--- src/rtl/sha256_compress_ctrl_pkg.sv ---
// sha256_compress_ctrl_pkg: SHA-256 constants, FSM state type and the sigma/choice/majority helpers
package sha256_constants;
    typedef enum logic [1:0] {IDLE, ROUND, DONE} state_t;
    typedef logic [0:7][31:0] words8_t;
    localparam logic [0:63][31:0] k_constants = {
        32'h428a2f98, 32'h71374491, 32'hb5c0fbcf, 32'he9b5dba5, 32'h3956c25b, 32'h59f111f1, 32'h923f82a4, 32'hab1c5ed5,
        32'hd807aa98, 32'h12835b01, 32'h243185be, 32'h550c7dc3, 32'h72be5d74, 32'h80deb1fe, 32'h9bdc06a7, 32'hc19bf174,
        32'he49b69c1, 32'hefbe4786, 32'h0fc19dc6, 32'h240ca1cc, 32'h2de92c6f, 32'h4a7484aa, 32'h5cb0a9dc, 32'h76f988da,
        32'h983e5152, 32'ha831c66d, 32'hb00327c8, 32'hbf597fc7, 32'hc6e00bf3, 32'hd5a79147, 32'h06ca6351, 32'h14292967,
        32'h27b70a85, 32'h2e1b2138, 32'h4d2c6dfc, 32'h53380d13, 32'h650a7354, 32'h766a0abb, 32'h81c2c92e, 32'h92722c85,
        32'ha2bfe8a1, 32'ha81a664b, 32'hc24b8b70, 32'hc76c51a3, 32'hd192e819, 32'hd6990624, 32'hf40e3585, 32'h106aa070,
        32'h19a4c116, 32'h1e376c08, 32'h2748774c, 32'h34b0bcb5, 32'h391c0cb3, 32'h4ed8aa4a, 32'h5b9cca4f, 32'h682e6ff3,
        32'h748f82ee, 32'h78a5636f, 32'h84c87814, 32'h8cc70208, 32'h90befffa, 32'ha4506ceb, 32'hbef9a3f7, 32'hc67178f2
    };
    localparam logic [0:255] iv = {
        32'h6a09e667, 32'hbb67ae85, 32'h3c6ef372, 32'ha54ff53a,
        32'h510e527f, 32'h9b05688c, 32'h1f83d9ab, 32'h5be0cd19
    };
endpackage

package sigma_functions;
    function automatic logic [31:0] rotr(input logic [31:0] x, input int unsigned n);
        return (x >> n) | (x << (32 - n));
    endfunction
    function automatic logic [31:0] upper_sigma_zero(input logic [31:0] x);
        return rotr(x, 2) ^ rotr(x, 13) ^ rotr(x, 22);
    endfunction
    function automatic logic [31:0] upper_sigma_one(input logic [31:0] x);
        return rotr(x, 6) ^ rotr(x, 11) ^ rotr(x, 25);
    endfunction
    function automatic logic [31:0] lower_sigma_zero(input logic [31:0] x);
        return rotr(x, 7) ^ rotr(x, 18) ^ (x >> 3);
    endfunction
    function automatic logic [31:0] lower_sigma_one(input logic [31:0] x);
        return rotr(x, 17) ^ rotr(x, 19) ^ (x >> 10);
    endfunction
endpackage

package bit_select_functions;
    function automatic logic [31:0] choice(input logic [31:0] e, input logic [31:0] f, input logic [31:0] g);
        return (e & f) ^ (~e & g);
    endfunction
    function automatic logic [31:0] majority(input logic [31:0] a, input logic [31:0] b, input logic [31:0] c);
        return (a & b) ^ (a & c) ^ (b & c);
    endfunction
endpackage

--- src/rtl/sha256_compress_ctrl_round.sv ---
// sha256_round: one combinational SHA-256 compression round over the a..h working words
module sha256_round
    import sha256_constants::*;
    import sigma_functions::*;
    import bit_select_functions::*;
(
    input  words8_t     s_in,
    input  logic [31:0] k,
    input  logic [31:0] w,
    output words8_t     s_out
);
    logic [31:0] t1, t2;
    assign t1 = s_in[7] + upper_sigma_one(s_in[4]) + choice(s_in[4], s_in[5], s_in[6]) + k + w;
    assign t2 = upper_sigma_zero(s_in[0]) + majority(s_in[0], s_in[1], s_in[2]);
    assign s_out = {t1 + t2, s_in[0], s_in[1], s_in[2], s_in[3] + t1, s_in[4], s_in[5], s_in[6]};
endmodule

--- src/rtl/sha256_compress_ctrl.sv ---
// sha256_compress_ctrl: iterative SHA-256 compressor, ROUNDS_PER_CYCLE chained rounds per clock
// with an on-the-fly 16-word message schedule window.
module sha256_compress_ctrl
    import sha256_constants::*;
    import sigma_functions::*;
#(
    parameter int unsigned ROUNDS_PER_CYCLE = 1
) (
    input  logic         clk,
    input  logic         rst,
    input  logic         in_valid,
    output logic         in_ready,
    input  logic [0:511] block_in,
    input  logic [0:255] state_in,
    output logic         out_valid,
    input  logic         out_ready,
    output logic [0:255] digest_out,
    output logic         busy,
    output logic [5:0]   round_idx
);
    localparam int unsigned RPC = ROUNDS_PER_CYCLE;

    if (RPC != 1 && RPC != 2 && RPC != 4 && RPC != 8 && RPC != 16) begin : g_bad_rpc
        $error("ROUNDS_PER_CYCLE must be 1, 2, 4, 8 or 16");
    end

    state_t state, state_next;
    words8_t wk, h, digest, sum;
    logic [0:15][31:0] w, w_next;
    logic accept, last;

    assign last = round_idx == 6'(64 - RPC);

    always_comb begin
        in_ready = !rst && (state == IDLE || (state == DONE && out_ready));
        accept = in_valid && in_ready;
        state_next = accept ? ROUND : (state == ROUND && last) ? DONE : (state == DONE && out_ready) ? IDLE : state;
    end

    always_ff @(posedge clk or posedge rst) begin
        if (rst) state <= IDLE;
        else state <= state_next;
    end

    assign out_valid = state == DONE;
    assign busy = state != IDLE;
    assign digest_out = digest;

    // Window extended by RPC words: entry j is W_{round_idx+j}; the tail becomes the next window.
    for (genvar j = 0; j < 16 + RPC; j++) begin : g_w
        logic [31:0] v;
        if (j < 16) begin : g_load
            assign v = w[j];
        end else begin : g_ext
            assign v = lower_sigma_one(g_w[j-2].v) + g_w[j-7].v + lower_sigma_zero(g_w[j-15].v) + g_w[j-16].v;
        end
    end

    for (genvar j = 0; j < 16; j++) begin : g_shift
        assign w_next[j] = g_w[j+RPC].v;
    end

    for (genvar r = 0; r < RPC; r++) begin : g_r
        words8_t s_in, s_out;
        if (r == 0) begin : g_first
            assign s_in = wk;
        end else begin : g_chain
            assign s_in = g_r[r-1].s_out;
        end
        sha256_round u_round (
            .s_in  (s_in),
            .k     (k_constants[round_idx + 6'(r)]),
            .w     (g_w[r].v),
            .s_out (s_out)
        );
    end

    for (genvar j = 0; j < 8; j++) begin : g_sum
        assign sum[j] = h[j] + g_r[RPC-1].s_out[j];
    end

    // round_idx wraps to 0 on the final step, so it already reads 0 in DONE.
    always_ff @(posedge clk or posedge rst) begin
        if (rst) begin
            w <= '0;
            wk <= '0;
            h <= '0;
            digest <= '0;
            round_idx <= '0;
        end else if (accept) begin
            w <= block_in;
            wk <= state_in;
            h <= state_in;
            round_idx <= '0;
        end else if (state == ROUND) begin
            w <= w_next;
            wk <= g_r[RPC-1].s_out;
            round_idx <= round_idx + 6'(RPC);
            if (last) digest <= sum;
        end
    end
endmodule
--- config.mk ---
export PLATFORM = sky130hd
export DESIGN_NAME = sha256_compress_ctrl
export DESIGN_NICKNAME = d
export VERILOG_FILES = /design/src/rtl/sha256_compress_ctrl_pkg.sv /design/src/rtl/sha256_compress_ctrl_round.sv /design/src/rtl/sha256_compress_ctrl.sv
export SDC_FILE = /design/constraint.sdc
export NUM_CORES = 2
export LEC_CHECK = 0
export BUFFER_PORTS_ARGS = -buffer_cell sky130_fd_sc_hd__buf_2
export CORE_UTILIZATION = 38
export DETAILED_ROUTE_END_ITERATION = 8
export PLACE_DENSITY_LB_ADDON = 0.1
export RECOVER_POWER = 50
export REMOVE_ABC_BUFFERS = 1
export SLEW_MARGIN = 0
export SYNTH_ARGS = -nofsm -noshare
export SYNTH_HDL_FRONTEND = slang
export SYNTH_HIERARCHICAL = 1
export SYNTH_SLANG_ARGS = --single-unit
--- constraint.sdc ---
create_clock -name clk -period 151.8 [get_ports clk]
set_clock_uncertainty 0.2 [all_clocks]
set_input_delay 37.95 -clock clk [delete_from_list [all_inputs] [get_ports clk]]
set_output_delay 37.95 -clock clk [all_outputs]
set_load 0.005 [all_outputs]
==> flow_metrics.env <==
export IMPL_run_status="finished, violations left"
export IMPL_violations="capacitance limit, slew limit"
export IMPL_first_iter_violations=6436
export IMPL_core_region_area_sq_um=213000
export IMPL_vdd_drop_max_uv=18.8
export IMPL_pwr_density_cell_nw_per_um2=18.1
export IMPL_via_per_inst=5.43
export IMPL_dieArea_sq_um=217000
export IMPL_ys_seq_area_frac=0.395
export IMPL_cts_tree="done"
export IMPL_cts_sinks=1288
export IMPL_syn_avg_cell_area_sq_um=8.31
export IMPL_tns_ps=0
export IMPL_synthCells=9825
export IMPL_ys_top_cells_by_area="dfrtp_1, nand2_1, ha_1"
export IMPL_crit_slowest_cell="a211oi_1"
export IMPL_synth_largest_area_cell="dfrtp_1"
export IMPL_post_synth_top_area_fraction=0.395
export IMPL_min_period_ps=76830
export IMPL_syn_area_sq_um=81600
export IMPL_slew_viol_final=1987
export IMPL_finalWorstSetupSlack_ps=74970
export IMPL_grt_pass1_wl_um=482000
export IMPL_relSlewSlack=-3.87
export IMPL_final_instance_count_excl_fill=13300
export IMPL_hold_path_class="reg2reg"
export IMPL_cp_arrival_ps=38680
export IMPL_cp_end_kind="output pin"
export IMPL_post_place_cells=13000
export IMPL_drt_first_pass_iters=6
export IMPL_clockBufferDepth=3
export IMPL_grt_pass1_vias=69400
export IMPL_wl_per_cell_um=25.0
export IMPL_clk_pin_slew_ps=50
export IMPL_max_cap_violations=28
export IMPL_drc=0
export IMPL_leakagePower_nw=45.2
export IMPL_drive_gt1_frac=0.124
export IMPL_setup_violations=0
export IMPL_die_y_um=465
export IMPL_crit_type="in2out"
export IMPL_cts_resized=0
export IMPL_fin_nets=11700
export IMPL_cts_hold_fix_buffers=0
export IMPL_place_port_buffers=1036
export IMPL_ant_nets=0
export IMPL_postCtsSetupRepairBufs=0
export IMPL_yosysWarnings=6
export IMPL_crit_path_start_kind="input pin"
export IMPL_dp_hpwl_um=258000
export IMPL_wirelength_um=333000
export IMPL_synth_commonest_cells="nand2_1, dfrtp_1, nor2_1, a31oi_1, clkbuf_1"
export IMPL_rows=169
export IMPL_worst_pin_slew_ps=7310
export IMPL_clock_latency_ps=840
export IMPL_period_share=0.506
export IMPL_yosysMostFrequentCell="nand2_1"
export IMPL_yosys_register_bits=1288
export IMPL_numCtsBuffers=157
export IMPL_hold_viol_final=0
export IMPL_power_mw=1.68
export IMPL_num_vias=72500
export IMPL_synth_edf_count=0
export IMPL_grt_util_all_layers=0.301
export IMPL_initial_core_util=0.384
export IMPL_grt_max_degree=232
export IMPL_utilization=0.435
export IMPL_antenna_found_initial=100
export IMPL_die_w_um=465
export IMPL_cp_max_fo=3
export IMPL_syn2layout_area_growth_pct=13.4
export IMPL_cts_root_buf="clkbuf_16"
export IMPL_ys_types=100
export IMPL_ff2ff_setup_slack_ps=135950
export IMPL_path_cells="clkbuf_1, inv_1, a211oi_1, buf_2"
export IMPL_place_ws_ps=74800
export IMPL_cp_data_required_time_ps=113650
export IMPL_synthArstFlopShare=1.00
export IMPL_h_tree_depth=4
export IMPL_gr_total_overflow=0
export IMPL_grt_setup_unrepaired="false"
export IMPL_fmax_mhz=13.0
export IMPL_cpPeakStageDelay_ps=350
export IMPL_synth_flop_cell="dfrtp_1"
export IMPL_ios=1037
export IMPL_gp_congestion=0.976
[layout make-up]
type,instances,area (sq um)
Inverter,436,1640
Antenna cell,38,95.1
Timing Repair Buffer,1156,5860
Clock buffer,233,4540
Sequential cell,1288,32200
Multi-Input combinational cell,7328,44100
Fill cell,21700,120000
Tap cell,2821,3530
Clock inverter,49,652
[per-layer routing]
metal  track usage  share of wire
met3        0.0522          0.059
met5             0         0.0015
met4         0.103          0.038
met2         0.466           0.45
met1         0.424           0.45
[worst max-delay path, delay by kind of cell]
family	cells	cell delay [ps]
buf+inv	3	380
compound gates	1	350
[kinds of logic (layout without fill, tap and decap cells)]
family / count (synthesis) / in the layout / synth area share
AO/OA/AOI/OAI: 2274 / 2274 / 0.175
XOR/XNOR: 602 / 602 / 0.0649
adder cells (fa/ha/maj): 586 / 586 / 0.108
buffers and inverters: 1209 / 1874 / 0.0646
flip-flops: 1288 / 1288 / 0.395
multiplexers: 59 / 59 / 0.00834
other: 0 / 38 / 0
AND/OR/NAND/NOR: 3807 / 3807 / 0.185
[where the power goes]
part / switching [mW] / internal [mW]
clock: 0.165 / 0.222
combinational: 0.574 / 0.343
sequential: 0.0164 / 0.357
[path summary, 6_finish.rpt]
kind | start | to | cells after the start
min in group asynchronous | rst | g_w[5].v[24] | 2
worst max-delay path | out_ready | in_ready | 4
worst max register to register | round_idx[2] | digest_out[1] | 40
worst min register to register | digest_out[141] | digest_out[141] | 2
worst min-delay path | digest_out[141] | digest_out[141] | 2
max in group asynchronous | rst | h[96] | 4
[sequential cells by signal, indices dropped and copies added, names as in the netlist]
name / count
g_w.v: 512
state: 2
h: 256
g_r.s_in: 256
round_idx: 6
digest_out: 256
[placed cells by master (no fill, tap or decap), types with 45 or more instances in the layout]
| master | n |
|---|---|
| ha_1 | 389 |
| fa_1 | 195 |
| nand2_1 | 2479 |
| clkbuf_16 | 158 |
| nand3_1 | 79 |
| clkbuf_1 | 212 |
| nand2b_1 | 45 |
| a211oi_1 | 45 |
| xor2_1 | 245 |
| inv_1 | 433 |
| buf_4 | 95 |
| xnor2_1 | 355 |
| buf_2 | 889 |
| o21ai_0 | 524 |
| a21oi_1 | 390 |
| nor3_1 | 50 |
| dfrtp_1 | 1286 |
| a31oi_1 | 772 |
| a21o_1 | 213 |
| nor2_1 | 959 |
[metrics by stage]
| stage | instance area, sq um | hold WS (ps) |
|---|---|---|
| finish | 92600 | 271 |
| floorplan | 78000 | 250 |
| global route | 92600 | 295 |
| detailed placement | 87700 | 254 |
| CTS | 92900 | 266 |
| global placement | 87700 | 252 |
No activity file was read; power rests on OpenSTA's default activity.
